File: src/rtl/gpio_irq_pkg.sv
// Shared types and constants for the GPIO interrupt controller.
// Also holds the register map offsets used by software and by the bench.
package gpio_irq_pkg;

    typedef enum logic [1:0] {
        IDLE    = 2'd0,
        REQ     = 2'd1,
        SERVICE = 2'd2
    } irq_state_e;

    localparam logic [1:0] ADDR_IE   = 2'd0;
    localparam logic [1:0] ADDR_RISE = 2'd1;
    localparam logic [1:0] ADDR_FALL = 2'd2;
    localparam logic [1:0] ADDR_PEND = 2'd3;

    localparam int IRQ_ID_W = 5;

endpackage

File: src/rtl/gpio_irq_if.sv
// Register bus and claim/complete interrupt handshake between the core and gpio_irq_ctrl.
// Handshake: irq_o stays high with a stable irq_id_o until the core pulses claim_i for one
// cycle; the core later pulses complete_i once servicing is done.
interface gpio_irq_if
    import gpio_irq_pkg::*;
#(
    parameter int ID_W = IRQ_ID_W
);
    logic            reg_sel_i;
    logic            reg_we_i;
    logic [1:0]      reg_addr_i;
    logic [31:0]     reg_wdata_i;
    logic [31:0]     reg_rdata_o;
    logic            irq_o;
    logic [ID_W-1:0] irq_id_o;
    logic            claim_i;
    logic            complete_i;

    modport master (
        output reg_sel_i, reg_we_i, reg_addr_i, reg_wdata_i, claim_i, complete_i,
        input  reg_rdata_o, irq_o, irq_id_o
    );

    modport slave (
        input  reg_sel_i, reg_we_i, reg_addr_i, reg_wdata_i, claim_i, complete_i,
        output reg_rdata_o, irq_o, irq_id_o
    );
endinterface

File: src/rtl/gpio_irq_edge.sv
// Pad synchroniser and per-pin edge detector.
// The prime counter blanks detection until the chain holds real post-reset samples.
module gpio_irq_edge #(
    parameter int NUM_PINS    = 24,
    parameter int SYNC_STAGES = 2
) (
    input  logic                clk,
    input  logic                rst,
    input  logic [NUM_PINS-1:0] pad_i,
    input  logic [NUM_PINS-1:0] rise_en_i,
    input  logic [NUM_PINS-1:0] fall_en_i,
    output logic [NUM_PINS-1:0] rise_o,
    output logic [NUM_PINS-1:0] fall_o
);
    localparam int PRIME_CYC = SYNC_STAGES + 1;
    localparam int CNT_W     = $clog2(PRIME_CYC + 1);

    logic [NUM_PINS-1:0] sync_q [SYNC_STAGES];
    logic [NUM_PINS-1:0] prev_q;
    logic [NUM_PINS-1:0] level;
    logic [CNT_W-1:0]    prime_q;
    logic                primed;

    assign level  = sync_q[SYNC_STAGES-1];
    assign primed = (prime_q == CNT_W'(PRIME_CYC));

    always_ff @(posedge clk) begin
        if (rst) begin
            for (int i = 0; i < SYNC_STAGES; i++) sync_q[i] <= '0;
            prev_q  <= '0;
            prime_q <= '0;
        end else begin
            sync_q[0] <= pad_i;
            for (int i = 1; i < SYNC_STAGES; i++) sync_q[i] <= sync_q[i-1];
            prev_q <= level;
            if (!primed) prime_q <= prime_q + 1'b1;
        end
    end

    assign rise_o = primed ? (level & ~prev_q & rise_en_i) : '0;
    assign fall_o = primed ? (~level & prev_q & fall_en_i) : '0;

endmodule

File: src/rtl/gpio_irq_ctrl.sv
// GPIO interrupt controller: enable/pending registers, fixed-priority arbiter
// (pin 0 highest) and the IDLE/REQ/SERVICE claim-complete FSM.
module gpio_irq_ctrl
    import gpio_irq_pkg::*;
#(
    parameter int NUM_PINS    = 24,
    parameter int SYNC_STAGES = 2,
    parameter int ID_W        = IRQ_ID_W
) (
    input  logic                clk,
    input  logic                rst,
    input  logic [NUM_PINS-1:0] gpio_in_i,
    gpio_irq_if.slave           bus,
    output irq_state_e          state_o
);
    logic [NUM_PINS-1:0] ie_q, rise_en_q, fall_en_q, pend_q;
    logic [NUM_PINS-1:0] rise, fall, cand, w1c, claim_clr, wdata;
    logic [ID_W-1:0]     id_q, win_id;
    logic [31:0]         rdata_q, rdata_mux;
    logic                wr_en, rd_en, cand_any, claim_take;
    irq_state_e          state_q, state_d;

    gpio_irq_edge #(
        .NUM_PINS    (NUM_PINS),
        .SYNC_STAGES (SYNC_STAGES)
    ) u_edge (
        .clk       (clk),
        .rst       (rst),
        .pad_i     (gpio_in_i),
        .rise_en_i (rise_en_q),
        .fall_en_i (fall_en_q),
        .rise_o    (rise),
        .fall_o    (fall)
    );

    assign wr_en    = bus.reg_sel_i & bus.reg_we_i;
    assign rd_en    = bus.reg_sel_i & ~bus.reg_we_i;
    assign wdata    = bus.reg_wdata_i[NUM_PINS-1:0];
    assign w1c      = (wr_en && bus.reg_addr_i == ADDR_PEND) ? wdata : '0;
    assign cand     = pend_q & ie_q;
    assign cand_any = |cand;

    generate
        if (NUM_PINS < 32) begin : g_wdata_hi
            logic unused_wdata_hi;
            assign unused_wdata_hi = ^bus.reg_wdata_i[31:NUM_PINS];
        end
    endgenerate

    always_comb begin
        win_id = '0;
        for (int i = NUM_PINS - 1; i >= 0; i--) begin
            if (cand[i]) win_id = ID_W'(i);
        end
    end

    always_comb begin
        rdata_mux = '0;
        case (bus.reg_addr_i)
            ADDR_IE:   rdata_mux = 32'(ie_q);
            ADDR_RISE: rdata_mux = 32'(rise_en_q);
            ADDR_FALL: rdata_mux = 32'(fall_en_q);
            default:   rdata_mux = 32'(pend_q);
        endcase
    end

    // A claim in REQ wins over a simultaneous complete; IE loss only matters without a claim.
    always_comb begin
        state_d    = state_q;
        claim_take = 1'b0;
        case (state_q)
            IDLE:    if (cand_any) state_d = REQ;
            REQ: begin
                if (bus.claim_i) begin
                    state_d    = SERVICE;
                    claim_take = 1'b1;
                end else if (!ie_q[id_q]) begin
                    state_d = IDLE;
                end
            end
            SERVICE: if (bus.complete_i) state_d = IDLE;
            default: state_d = IDLE;
        endcase
    end

    assign claim_clr = claim_take ? (NUM_PINS'(1) << id_q) : '0;

    always_ff @(posedge clk) begin
        if (rst) begin
            ie_q      <= '0;
            rise_en_q <= '0;
            fall_en_q <= '0;
            pend_q    <= '0;
            rdata_q   <= '0;
            id_q      <= '0;
            state_q   <= IDLE;
        end else begin
            if (wr_en && bus.reg_addr_i == ADDR_IE)   ie_q      <= wdata;
            if (wr_en && bus.reg_addr_i == ADDR_RISE) rise_en_q <= wdata;
            if (wr_en && bus.reg_addr_i == ADDR_FALL) fall_en_q <= wdata;
            // New edges are ORed in last so they survive a same-cycle clear.
            pend_q <= (pend_q & ~w1c & ~claim_clr) | rise | fall;
            if (rd_en) rdata_q <= rdata_mux;
            if (state_q == IDLE && cand_any) id_q <= win_id;
            state_q <= state_d;
        end
    end

    assign bus.reg_rdata_o = rdata_q;
    assign bus.irq_o       = (state_q == REQ);
    assign bus.irq_id_o    = id_q;
    assign state_o         = state_q;

endmodule

File: src/flat_wrapper.sv
// flat-port wrapper written by rule: the top's interface ports become plain ports
module gpio_irq_ctrl_flat import gpio_irq_pkg::*;
#(
    parameter int NUM_PINS    = 24,
    parameter int SYNC_STAGES = 2,
    parameter int ID_W        = IRQ_ID_W
)
  (clk, rst, gpio_in_i, state_o, bus_reg_sel_i, bus_reg_we_i, bus_reg_addr_i, bus_reg_wdata_i, bus_claim_i, bus_complete_i, bus_reg_rdata_o, bus_irq_o, bus_irq_id_o);
  gpio_irq_if #(.ID_W(ID_W)) bus_i ();
  input  logic clk;
  input  logic rst;
  input  logic [NUM_PINS-1:0] gpio_in_i;
  output irq_state_e state_o;
  input wire logic [$bits(bus_i.reg_sel_i)-1:0] bus_reg_sel_i;
  input wire logic [$bits(bus_i.reg_we_i)-1:0] bus_reg_we_i;
  input wire logic [$bits(bus_i.reg_addr_i)-1:0] bus_reg_addr_i;
  input wire logic [$bits(bus_i.reg_wdata_i)-1:0] bus_reg_wdata_i;
  input wire logic [$bits(bus_i.claim_i)-1:0] bus_claim_i;
  input wire logic [$bits(bus_i.complete_i)-1:0] bus_complete_i;
  output wire logic [$bits(bus_i.reg_rdata_o)-1:0] bus_reg_rdata_o;
  output wire logic [$bits(bus_i.irq_o)-1:0] bus_irq_o;
  output wire logic [$bits(bus_i.irq_id_o)-1:0] bus_irq_id_o;
  assign bus_i.reg_sel_i = bus_reg_sel_i;
  assign bus_i.reg_we_i = bus_reg_we_i;
  assign bus_i.reg_addr_i = bus_reg_addr_i;
  assign bus_i.reg_wdata_i = bus_reg_wdata_i;
  assign bus_i.claim_i = bus_claim_i;
  assign bus_i.complete_i = bus_complete_i;
  assign bus_reg_rdata_o = bus_i.reg_rdata_o;
  assign bus_irq_o = bus_i.irq_o;
  assign bus_irq_id_o = bus_i.irq_id_o;
  gpio_irq_ctrl #(.NUM_PINS(NUM_PINS), .SYNC_STAGES(SYNC_STAGES), .ID_W(ID_W)) u_core (.clk(clk), .rst(rst), .gpio_in_i(gpio_in_i), .bus(bus_i), .state_o(state_o));
endmodule
File: config.mk
export PLATFORM = sky130hd
export DESIGN_NAME = gpio_irq_ctrl_flat
export DESIGN_NICKNAME = d
export VERILOG_FILES = /design/src/rtl/gpio_irq_pkg.sv /design/src/rtl/gpio_irq_if.sv /design/src/rtl/gpio_irq_edge.sv /design/src/rtl/gpio_irq_ctrl.sv /design/src/flat_wrapper.sv
export SDC_FILE = /design/constraint.sdc
export NUM_CORES = 1
export LEC_CHECK = 0
export CAP_MARGIN = 20
export CELL_PAD_IN_SITES_DETAIL_PLACEMENT = 0
export CELL_PAD_IN_SITES_GLOBAL_PLACEMENT = 1
export CORE_UTILIZATION = 45
export DETAILED_ROUTE_END_ITERATION = 10
export GPL_TIMING_DRIVEN = 0
export PLACE_DENSITY = 0.81
export SLEW_MARGIN = 40
export SYNTH_ARGS = -nofsm -noshare
export SYNTH_HDL_FRONTEND = slang
export SYNTH_SLANG_ARGS = --single-unit
File: constraint.sdc
create_clock -name clk -period 2.4 [get_ports clk]
set_input_delay 0.6 -clock clk [delete_from_list [all_inputs] [get_ports clk]]
set_output_delay 0.6 -clock clk [all_outputs]
set_load 0.02 [all_outputs]
Word level (Yosys, flattened, before mapping) --
Memory sizes are Yosys's and may differ from the RTL's. Cells that the tools add are included.
Operators by class: add/sub/neg operators 1, $lt $le $gt $ge 1, equality and inequality tests 9, shift-type cells 1, muxes and demuxes 43, bitwise gates (word level) 18, reduce and logical (&&, ||, !) cells 9
Operator list (count):
- 24-bit bitwise AND | 7
- 24-bit two-way mux | 6
- 5-bit two-way mux | 24
- 24-bit NOT | 4
- 24-bit case mux with 3 select lines | 1
- 24-bit OR | 2
- 24-bit OR reduction | 1
- 1-bit by 5-bit << shifter with 24-bit output (first input constant) | 1
- 2-bit == test (second input constant) | 4
- 2-bit two-way mux | 4
- 5-bit by 6-bit < comparator with 1-bit output (second input constant) | 1
- 1-bit two-way mux | 6
- 2-bit case mux with 3 select lines | 1
- 1-bit binary-select mux with 5-bit select | 1
- 1-bit logical AND | 5
- 2-bit by 1-bit == test with 1-bit output (second input constant) | 2
- 2-bit logical NOT | 2
- 3-bit inequality test (second input constant) | 1
- 3-bit AND reduction | 1
- 2-bit by 1-bit adder with 2-bit output (second input constant) | 1
- 1-bit bitwise AND | 2
- 2-bit by 1-bit inequality test with 1-bit output (second input constant) | 1
- 2-bit inequality test (second input constant) | 1
- 1-bit OR | 2
- 1-bit NOT | 1
Word-level totals: flip-flop bits (word level) 161, memory bits (writable) 48, word-level logic and storage cells 92, memories 1
Memories:
- u_core.u_edge.sync_q | depth 2, bits a word 24, rd ports 2, clocked after memory_dff 0, write ports 2, RTL line gpio_irq_edge.sv:18 | logic [NUM_PINS-1:0] sync_q [SYNC_STAGES];

Logic depth before layout (Yosys ltp) --
depth in word-level cells 25, mapped depth 7, mapped depth without buffers 5

Hierarchy --
From an unflattened synthesis, not the netlist that was laid out.
Unflattened totals: cell total of the unflattened synthesis 912, area total of the unflattened synthesis 8371.8 sq um
Modules (own cells, without submodules):
- gpio_irq_ctrl | instances 1, cells each 700, area an instance 5856.9 sq um
- gpio_irq_edge | instances 1, cells each 212, area an instance 2514.9 sq um

Least setup slack after synthesis --
No wires, ideal clock.
path type in2reg, start point in bus_reg_addr_i[0], end point reg u_core.rdata_q[11] (netlist: u_core.bus.reg_rdata_o[11]), setup time 0.132 ns, data arrival time 1.617 ns, slack 0.651 ns, stages on the path 5, buffers on the path 2, path through buf_4 > buf_4 > mux4_2 > nand2_1 > a21oi_1
Between the ends: longest elaborated chain between the ends 2
Ends and longest elaborated chain:
- from (decl) | RTL line flat_wrapper.sv:16 | input wire logic [$bits(bus_i.reg_addr_i)-1:0] bus_reg_addr_i;
- 2-bit == test, or another cell as far along | RTL line gpio_irq_ctrl.sv:59 | case (bus.reg_addr_i)
- 24-bit case mux with 3 select lines (*) | RTL line gpio_irq_ctrl.sv:59
- to (signal assigned) | RTL line gpio_irq_ctrl.sv:103 | if (rd_en) rdata_q <= rdata_mux;
- to (decl) | RTL line gpio_irq_ctrl.sv:19 | logic [31:0] rdata_q, rdata_mux;
Mark *: on every way between the ends. The rest lies on a longest branch, timed or not. A chain may end at the register's enable or synchronous reset.

Worst setup path in the final report --
start point reg u_core.id_q[4] (netlist: u_core.bus.irq_id_o[4]), end point out bus_irq_id_o[4]
RTL lines:
- from (decl) | RTL line gpio_irq_ctrl.sv:18 | logic [ID_W-1:0] id_q, win_id;
- from (signal assigned) | RTL line gpio_irq_ctrl.sv:104 | if (state_q == IDLE && cand_any) id_q <= win_id;
- to (decl) | RTL line flat_wrapper.sv:22 | output wire logic [$bits(bus_i.irq_id_o)-1:0] bus_irq_id_o;
No word-level cell between the ends.

==> impl_metrics.env <==
export IMPL_status="complete, but fails checks"
export IMPL_violations="DRC"
export IMPL_cp_startpoint="u_core.bus.irq_id_o[4]$_SDFFE_PP0P_"
export IMPL_timing_final_ws_setup_ps=71.0
export IMPL_worstMarginPinSlew_ps=851
export IMPL_p_sw_share_pct=22.3
export IMPL_pin_count=104
export IMPL_cp_max_fo=9
export IMPL_firstDrtPassIters=8
export IMPL_relSlewSlack_pct=43.3
export IMPL_power_net_switching_w=0.00168
export IMPL_reg2reg_from="u_core.bus.irq_id_o[2]$_SDFFE_PP0P_"
export IMPL_vdd_drop_max_v=0.000510
export IMPL_synth_area_leader_cell="dfxtp_1"
export IMPL_timing_fmax_ghz=0.429
export IMPL_cp_data_arrival_time_ps=1730
export IMPL_endpoint_kind="output pin"
export IMPL_p_per_area_nw_per_um2=731
export IMPL_synthTopCellsByCount="284 x nand2_1, 201 x dfxtp_1, 123 x a21oi_1"
export IMPL_dieArea_sq_um=19100
export IMPL_synth_area_top_cells="dfxtp_1 48%, nand2_1 13%, a21oi_1 7.4%"
export IMPL_postSynthAreaPerCell_sq_um=8.81
export IMPL_synth_seq_cells=201
export IMPL_intPower_w=0.00584
export IMPL_grt_max_degree=14
export IMPL_io_buffers=85
export IMPL_cts_sinks=201
export IMPL_hold_path_class="reg -> reg"
export IMPL_drc_errors=20
export IMPL_seq_power_share_pct=46.2
export IMPL_drt_initial_drc_count=700
export IMPL_ys_seq_area_share_pct=48.1
export IMPL_critPathLaunchType="flop"
export IMPL_ys_types=54
export IMPL_grt_pass1_wl_mm=38.0
export IMPL_gp_congestion=0.933
export IMPL_hold_slack_ps=434
export IMPL_clockPowerShare_pct=47.6
export IMPL_synth_edff_count=0
export IMPL_ys_warnings_count=0
export IMPL_cts_buffers=22
export IMPL_min_from="u_core.u_edge.sync_q[0][21]$_SDFF_PP0_"
export IMPL_htreeDepth=1
export IMPL_slew_viol_final=0
export IMPL_dp_slack_ps=-229
export IMPL_cts_setup_buffers=0
export IMPL_synth_top_area_share_pct=48.1
export IMPL_clock_path_buffers=3
export IMPL_clock_tree_root_cell="clkbuf_16"
export IMPL_yosysMostFrequentCell="nand2_1"
export IMPL_cpLargestDelayFamily="buffers and inverters"
export IMPL_leakage_nw=3.50
export IMPL_cts_tree="yes"
export IMPL_crit_required_ps=1800
export IMPL_finalHoldViolations=0
export IMPL_drive_above_1_share_pct=10.0
export IMPL_first_global_vias=6668
export IMPL_max_cap_viol_count=0
export IMPL_path_cells="clkdlybuf4s50_1"
export IMPL_core_sq_um=18100
export IMPL_cpPeakStageDelay_ps=680
export IMPL_viasPerCell=5.43
export IMPL_wire_per_inst_um=18.5
export IMPL_synthArstFlopShare_pct=0
export IMPL_nNetsFinal=1130
export IMPL_path_clk_slew_ps=60
export IMPL_row_count=49
export IMPL_setup_viol=0
export IMPL_combPwrFrac_pct=6.2
export IMPL_synthCells=949
export IMPL_cp_slowest_cell="clkdlybuf4s50_1"
export IMPL_critPathBufInv=1
export IMPL_drtAntennaViolNets=0
export IMPL_synth_ff_type="dfxtp_1"
export IMPL_min_period_ps=2330
export IMPL_path_class="reg -> out"
export IMPL_grt_total_usage_pct=25.6
export IMPL_antenna_found_initial=0
export IMPL_period_share_pct=97.0
export IMPL_start_util_pct=46.2
export IMPL_syn_area_sq_um=8360
export IMPL_fillers=1676
export IMPL_vias=7106
export IMPL_drt_wl_total_mm=24.2
export IMPL_cts_hold_buf=0
export IMPL_clk_latency_ps=510
export IMPL_die_h_um=138
export IMPL_grt_overflow_total=0
export IMPL_skew_ps=26.2
export IMPL_multi_input_area_sq_um=4030
export IMPL_dpl_hpwl_mm=17.5
export IMPL_num_antenna_cells=0
export IMPL_register_area_sq_um=4020
export IMPL_rsz0062_at_grt="false"
export IMPL_areaGrowthSynthToFinish_pct=23.1
export IMPL_die_w_um=138
## placed cells by master (no fill, tap or decap), drive strengths merged, types with 2 or more instances in the layout
cell type and n:
a21oi 123, a22o 4, a22oi 12, a31oi 2
a32oi 2, and2 2, buf 35, bufinv 3
clkbuf 62, clkdlybuf4s50 84, clkinv 2, conb 8
dfxtp 201, mux2 8, mux2i 2, mux4 26
nand2 284, nand2b 6, nand3 3, nand3b 31
nand4 3, nor2 12, nor2b 75, nor3 2
o211ai 28, o21ai 30, o22ai 5
## metal layers
metal / vias up / wire length (um) / part of all wire [%] / track usage [%]
met1: 3331 / 11600 / 48 / 37.5
met5: - / 0 / 0 / 0
li1: 3475 / - / - / -
met3: 38 / 1510 / 6.3 / 2.84
met2: 262 / 10500 / 43 / 39.3
met4: 0 / 535 / 2.2 / 7.87
## metrics by stage
step                cell area (sq um)  std cells  setup TNS (ps)  total power (W)  utilization [%]
global route                    10300       1308               0          0.00776             56.9
global placement                 9530       1270          -10850          0.00401             52.7
detailed placement               9530       1270          -12690          0.00402             52.7
CTS                             10300       1308               0          0.00756             56.9
finish                          10300       1308               0          0.00752             56.9
floorplan                        8390        956               0          0.00379                -
## power groups by stage
| stage | sequential [W] | clock, W | combinational (W) |
|---|---|---|---|
| after CTS | 0.00347 | 0.00361 | 0.000472 |
| after global placement | 0.00355 | 0 | 0.000466 |
| after detailed placement | 0.00355 | 0 | 0.000469 |
| after global routing | 0.00348 | 0.00376 | 0.000512 |
| final | 0.00348 | 0.00358 | 0.000468 |
| after floorplan | 0.00353 | 0 | 0.000254 |
## final cells by class
type	count	area share (%)
Inverter	1	0.0365
Timing Repair Buffer	85	8.25
Sequential cell	201	39.1
Buffer	65	3.21
Multi-Input combinational cell	689	39.2
Clock buffer	32	6.41
Tap cell	229	2.78
Clock inverter	6	1.05
## sequential cells by signal (all words and copies together), names as in the netlist
name and cells:
u_core.u_edge.prime_q 2, u_core.u_edge.prev_q 24, u_core.u_edge.sync_q 48, u_core.fall_en_q 24
u_core.bus.irq_id_o 5, u_core.state_o 2, u_core.rise_en_q 24, u_core.pend_q 24
u_core.ie_q 24, u_core.bus.reg_rdata_o 24
## cells by family (layout without fill, tap and decap cells)
| kind of cell | after synthesis | count (layout) | share of synthesized area, % |
|---|---|---|---|
| AO/OA/AOI/OAI | 218 | 218 | 15.7 |
| XOR/XNOR | 1 | 1 | 0.105 |
| adder cells (fa/ha/maj) | 1 | 1 | 0.150 |
| buffers and inverters | 66 | 189 | 3.99 |
| flip-flops | 201 | 201 | 48.1 |
| multiplexers | 36 | 36 | 8.41 |
| other | 1 | 8 | 0.0448 |
| AND/OR/NAND/NOR | 425 | 425 | 23.5 |
## worst paths after layout
check | cells past startpoint | slack, ps | to
setup / recovery | 1 | 70 | bus_irq_id_o[4]
hold reg to reg | 1 | 430 | u_core.u_edge.sync_q[0][45]$_SDFF_PP0_
setup reg to reg | 7 | 540 | u_core.state_o[0]$_SDFFE_PP0P_
hold / removal | 1 | 430 | u_core.u_edge.sync_q[0][45]$_SDFF_PP0_
## timing repair
| action | 4_1_cts | 5_1_grt |
|---|---|---|
| hold endpoints to repair | 0 | 0 |
| gates resized for setup | 1 | 0 |
| endpoints found under the setup margin | 1 | 0 |
Power figures use the tool's default switching activity.
